$ cat src/rtl/eth_stream_arbiter.sv
// eth_stream_arbiter
//   Round-robin arbiter for the per-channel AXI-to-stream submodules. It grants the
//   shared Ethernet TX stream to one requester at a time, holds that grant until the
//   packet's final beat, and muxes the granted requester onto one AXI-Stream master.
//   Optional feature macro: ARB_WATCHDOG_EN (stall watchdog that forces grant release).
// Ports
//   clk, resetn        clock, asynchronous active-low reset
//   req_valid          per-requester beat available
//   req_in_progress    per-requester mid-packet flag, low on the final beat
//   req_data           packed per-requester data, slice i = [i*DATA_WIDTH +: DATA_WIDTH]
//   req_ready          per-requester ready, at most one bit set
//   m_tdata/m_tvalid/m_tlast/m_tid, m_tready   AXI-Stream master towards Ethernet TX
//   pkt_count          completed packet counter, wraps at 16 bits
//   wd_error           sticky watchdog flag, constant 0 without ARB_WATCHDOG_EN
module eth_stream_arbiter #(
  parameter int unsigned NUM_REQ    = 5,
  parameter int unsigned DATA_WIDTH = 128,
  parameter int unsigned TIMEOUT    = 1024
) (
  input  logic                          clk,
  input  logic                          resetn,
  input  logic [NUM_REQ-1:0]            req_valid,
  input  logic [NUM_REQ-1:0]            req_in_progress,
  input  logic [NUM_REQ*DATA_WIDTH-1:0] req_data,
  output logic [NUM_REQ-1:0]            req_ready,
  output logic [DATA_WIDTH-1:0]         m_tdata,
  output logic                          m_tvalid,
  output logic                          m_tlast,
  output logic [$clog2(NUM_REQ)-1:0]    m_tid,
  input  logic                          m_tready,
  output logic [15:0]                   pkt_count,
  output logic                          wd_error
);

  localparam int unsigned IDW = $clog2(NUM_REQ);

  if (NUM_REQ < 2 || NUM_REQ > 8 || TIMEOUT < 1) begin : g_bad_params
    $error("eth_stream_arbiter: NUM_REQ must be 2..8 and TIMEOUT at least 1");
  end

  typedef enum logic {IDLE = 1'b0, BUSY = 1'b1} state_e;

  state_e           state_q, state_d;
  logic [IDW-1:0]   grant_q, grant_d;
  logic [IDW-1:0]   rr_ptr_q, rr_ptr_d;
  logic [15:0]      pkt_count_q, pkt_count_d;

  logic [DATA_WIDTH-1:0] data_arr [NUM_REQ];
  logic                  g_valid, g_last, xfer;
  logic                  scan_hit;
  logic [IDW-1:0]        scan_idx;
  logic [IDW-1:0]        next_ptr;

  // Unpack the flat data bus so the granted slice is a plain array lookup.
  for (genvar i = 0; i < NUM_REQ; i++) begin : g_unpack
    assign data_arr[i] = req_data[i*DATA_WIDTH +: DATA_WIDTH];
  end

  assign g_valid  = req_valid[grant_q];
  assign g_last   = g_valid & ~req_in_progress[grant_q];
  assign xfer     = (state_q == BUSY) & g_valid & m_tready;
  // Requester after the current grant starts the next scan, so the finisher is last.
  assign next_ptr = (grant_q == IDW'(NUM_REQ - 1)) ? '0 : grant_q + IDW'(1);

  // Round-robin scan: first set req_valid bit at or after rr_ptr, wrapping.
  always_comb begin
    int unsigned pos;
    scan_hit = 1'b0;
    scan_idx = '0;
    pos      = 0;
    for (int unsigned k = 0; k < NUM_REQ; k++) begin
      pos = 32'(rr_ptr_q) + k;
      if (pos >= NUM_REQ) pos = pos - NUM_REQ;
      if (!scan_hit && req_valid[IDW'(pos)]) begin
        scan_hit = 1'b1;
        scan_idx = IDW'(pos);
      end
    end
  end

`ifdef ARB_WATCHDOG_EN
  logic [31:0] wd_cnt_q, wd_cnt_d;
  logic        wd_error_q, wd_error_d;
`endif

  // State register.
  always_ff @(posedge clk or negedge resetn) begin
    if (!resetn) begin
      state_q     <= IDLE;
      grant_q     <= '0;
      rr_ptr_q    <= '0;
      pkt_count_q <= '0;
    end else begin
      state_q     <= state_d;
      grant_q     <= grant_d;
      rr_ptr_q    <= rr_ptr_d;
      pkt_count_q <= pkt_count_d;
    end
  end

`ifdef ARB_WATCHDOG_EN
  always_ff @(posedge clk or negedge resetn) begin
    if (!resetn) begin
      wd_cnt_q   <= '0;
      wd_error_q <= 1'b0;
    end else begin
      wd_cnt_q   <= wd_cnt_d;
      wd_error_q <= wd_error_d;
    end
  end
`endif

  // Next-state logic.
  always_comb begin
    state_d     = state_q;
    grant_d     = grant_q;
    rr_ptr_d    = rr_ptr_q;
    pkt_count_d = pkt_count_q;
`ifdef ARB_WATCHDOG_EN
    wd_cnt_d    = wd_cnt_q;
    wd_error_d  = wd_error_q;
`endif
    unique case (state_q)
      IDLE: begin
        if (scan_hit) begin
          grant_d = scan_idx;
          state_d = BUSY;
`ifdef ARB_WATCHDOG_EN
          wd_cnt_d = '0;
`endif
        end
      end
      BUSY: begin
        if (xfer) begin
`ifdef ARB_WATCHDOG_EN
          wd_cnt_d = '0;
`endif
          if (g_last) begin
            pkt_count_d = pkt_count_q + 16'd1;
            rr_ptr_d    = next_ptr;
            state_d     = IDLE;
          end
        end
`ifdef ARB_WATCHDOG_EN
        // Stalled grant: release it once the counter would reach TIMEOUT.
        else if (wd_cnt_q == 32'(TIMEOUT - 1)) begin
          wd_cnt_d   = '0;
          wd_error_d = 1'b1;
          rr_ptr_d   = next_ptr;
          state_d    = IDLE;
        end else begin
          wd_cnt_d = wd_cnt_q + 32'd1;
        end
`endif
      end
      default: state_d = IDLE;
    endcase
  end

  // Output logic: combinational from the grant register, all zero outside BUSY.
  always_comb begin
    req_ready = '0;
    m_tdata   = '0;
    m_tvalid  = 1'b0;
    m_tlast   = 1'b0;
    m_tid     = '0;
    if (state_q == BUSY) begin
      req_ready[grant_q] = m_tready;
      m_tdata            = data_arr[grant_q];
      m_tvalid           = g_valid;
      m_tlast            = g_last;
      m_tid              = grant_q;
    end
  end

  assign pkt_count = pkt_count_q;
`ifdef ARB_WATCHDOG_EN
  assign wd_error = wd_error_q;
`else
  assign wd_error = 1'b0;
`endif

endmodule
$ cat config.mk
export PLATFORM = sky130hd
export DESIGN_NAME = eth_stream_arbiter
export DESIGN_NICKNAME = d
export VERILOG_FILES = /design/src/rtl/eth_stream_arbiter.sv
export SDC_FILE = /design/constraint.sdc
export NUM_CORES = 1
export LEC_CHECK = 0
export CORE_AREA = 3 3 311 313
export CTS_CLUSTER_SIZE = 8
export DETAILED_ROUTE_END_ITERATION = 10
export DIE_AREA = 0 0 314 316
export GPL_ROUTABILITY_DRIVEN = 0
export GPL_TIMING_DRIVEN = 1
export PLACE_DENSITY_LB_ADDON = 0.15
export SYNTH_ARGS = -nofsm -noshare
export SYNTH_HDL_FRONTEND = slang
export SYNTH_SLANG_ARGS = --single-unit
$ cat constraint.sdc
create_clock -name clk -period 3.1 [get_ports clk]
set_clock_uncertainty 0.1 [all_clocks]
set_input_delay 0.62 -clock clk [delete_from_list [all_inputs] [get_ports clk]]
set_output_delay 0.62 -clock clk [all_outputs]
set_load 0.02 [all_outputs]
==> out/summary.txt <==
Post-synth EDFFs: 0
first-pass GRT wire length: 92.3 mm
final number of setup-violating endpoints: 0
Post-Syn Nets: 1386
worst-path fanout max: 6
DR vias: 10400
Die ar.: 0.0992 mm²
CP required: 2.38 ns
Max Clock Freq: 326 MHz
critical path's largest stage delay: 0.57 ns
# fillers: 10500
CP Launch Type: register
CP max stage cell: dfrtp_4
Root Driver: clkbuf_16
first drt pass iteration count: 5
Final period util: 98.8%
IO Count: 808
area of the multi-input gates: 0.00627 mm²
fin crit period: 3.06 ns
chain of cells forming the critical path: buf_12 -> clkbuf_16 -> buf_4 -> mux4_2 -> a22oi_2 -> nor2b_1 -> dlygate4sd2_1
clock buffer depth: 2
die height: 316 µm
Unique masters post-synth: 66
GRT Overall Usage: 13.1%
synth cell count leaders: nor2b_1 (133), a22oi_1 (130), mux4_2 (127)
Net count, final: 2236
Place WS: -0.178 ns
pin count of the biggest net entering global routing: 72
Final ANT Viol Nets: 0
total global routing overflow: 0
Pwr Total: 13800 µW
Total Wirelength: 71.1 mm
Crit. End Element: output pin
Max Cap Viol: 0
final instance area: 0.0177 mm²
placed insts: 2806
dpl cell area: 0.0174 mm²
antenna violations before repair: 37
core area: 0.0946 mm²
worst hold margin: 0.382 ns
slew margin rel.: 59.3%
static leakage: 0.00661 µW
I/O Buffers: 806
# rows: 113
Avg Inst Size Synth: 10.0 µm²
H-tree levels: 1
CP arrival: 2.34 ns
count of final max-slew check failures: 0
Cell Area, Synth: 0.00722 mm²
Post-Synthesis Cells: 721
critical path type: register to output pin
routed length per instance: 25.0 µm
Die X: 314 µm
Hold Path Class: register to register
top cells by area, synth: mux4_2 (40%), a22oi_1 (14%), nor2b_1 (12%), dfrtp_1 (8.0%), clkbuf_1 (3.0%)
detailed placement HPWL: 60.0 mm
Worst-Margin Slew: 0.610 ns
RSZ-0062 raised after global routing: yes
DRC: 0
number of global-route vias before repair: 11000
register area share after synthesis: 7.98%
via/cell ratio: 3.64
Fin. Hold Viols: 0
Power per Cell Area: 780 mW/mm²
CTS tree: done
clk slew on worst S/H paths: 0.07 ns
Starting DRT DRC Count: 524
Synth Register Bits: 23
share of cells above drive strength 1: 22.9%
post-synth top area cell: mux4_2
register area: 587 µm²
fin worst setup slack: 0.0367 ns
clock sinks: 23
ys async rst share: 100%
Worst-Skew Late Latency: 0.26 ns
starting density of the core: 7.63%
P&R area growth vs syn: 146%
YS warnings: 0
VDD IR max: 0.252 mV
Non-Filler Instances: 2845
most common cell in the netlist: nor2b_1
status: finished, final reports clean
Top FF cell, synth: dfrtp_1
Yosys top cell area share: 39.6%
TritonCTS buffer count: 3
[cell type report]
class | instances | area share (%)
Antenna cell | 10 | 0.141
Sequential cell | 23 | 3.31
Clock buffer | 3 | 0.423
Tap cell | 1265 | 8.92
Clock inverter | 1 | 0.0423
Timing Repair Buffer | 929 | 51.4
Inverter | 15 | 0.353
Multi-Input combinational cell | 599 | 35.4
[flip-flops by register name, indices dropped and copies added (netlist names)]
name and cells:
pkt_count 16, grant_q 3, rr_ptr_q 3, state_q 1
[worst max-delay path, delay by kind of cell (launching register included)]
family | cells | cell delay (ns)
AOI/OAI and AO/OA | 1 | 0.19
buffers and inverters | 4 | 0.80
DFF | 1 | 0.57
muxes | 1 | 0.44
and+or+nand+nor | 1 | 0.07
[logic make-up after synthesis]
logic type,count (synthesis),share of synthesized area [%]
flip-flops,23,7.98
XOR/XNOR,19,2.31
multiplexers,142,41.8
other,1,0.0520
AO/OA/AOI/OAI,190,19.8
AND/OR/NAND/NOR,235,19.7
buffers and inverters,99,6.19
adder cells (fa/ha/maj),12,2.18
[power breakdown]
group / total (µW) / switching, µW / internal [µW]
clock: 294 / 118 / 175
sequential: 528 / 155 / 373
combinational: 13000 / 6820 / 6200
total: 13800 / 7090 / 6750
[final timing paths]
path / startpoint / slack, ns / depth (start not counted) / end
worst max-delay path: grant_q[0]$_DFFE_PN0P_ / 0.04 / 7 / m_tdata[46]
worst min-delay path: pkt_count[15]$_DFFE_PN0P_ / 0.38 / 1 / pkt_count[15]$_DFFE_PN0P_
worst max register to register: rr_ptr_q[0]$_DFFE_PN0P_ / 0.22 / 11 / grant_q[1]$_DFFE_PN0P_
worst min register to register: pkt_count[15]$_DFFE_PN0P_ / 0.38 / 1 / pkt_count[15]$_DFFE_PN0P_
max in group asynchronous: resetn / 2.00 / 2 / grant_q[0]$_DFFE_PN0P_
min in group asynchronous: resetn / 0.62 / 2 / pkt_count[6]$_DFFE_PN0P_
[stage by stage]
step,util (%),setup TNS (ns)
6_report,18.7,0
2_1_floorplan,-,0
3_3_place_gp,18.4,-0.911
5_1_grt,18.7,-0.0518
3_5_place_dp,18.4,-0.879
4_1_cts,18.6,-0.173
[per-layer routing]
layer / vias to the layer above / routed length [µm] / global-route usage (%)
met5: - / 31 / 0
met4: 6 / 768 / 1.50
met1: 5114 / 28400 / 15.8
li1: 4623 / - / -
met3: 56 / 6400 / 4.25
met2: 560 / 35500 / 23.4
[repair_timing]
action                     in CTS  in global routing
setup endpoints to repair     115                 40
gates cloned                    3                  2
gates resized for setup       155                 82
buffers inserted                9                 12
pin swaps                       1                  1
hold buffers                    0                  0
[placed cells by master, fill, tap and decap left out, types with 4 or more instances in the layout]
master and n:
buf_12 19, ha_1 10, a21o_1 4, buf_6 4
o221ai_1 4, nand3b_1 4, clkbuf_2 31, mux2i_1 10
clkdlybuf4s15_1 9, xnor2_1 10, and2_1 5, a21oi_1 9
mux2_2 4, inv_1 12, buf_4 112, and3_1 6
buf_16 5, nand2_1 22, dlygate4sd2_1 60, a22oi_1 119
a22oi_2 11, o21ai_0 12, nor2_1 14, clkdlybuf4s50_1 673
nor2b_1 132, clkdlybuf4s15_2 6, buf_2 4, nor3_1 9
diode_2 10, clkbuf_16 5, mux4_2 127, nand3_1 11
xor2_1 9, nand4_1 4, nand2b_1 7, nor4_1 6
dfrtp_1 20
Note: power is estimated with default switching activity, not from simulation.
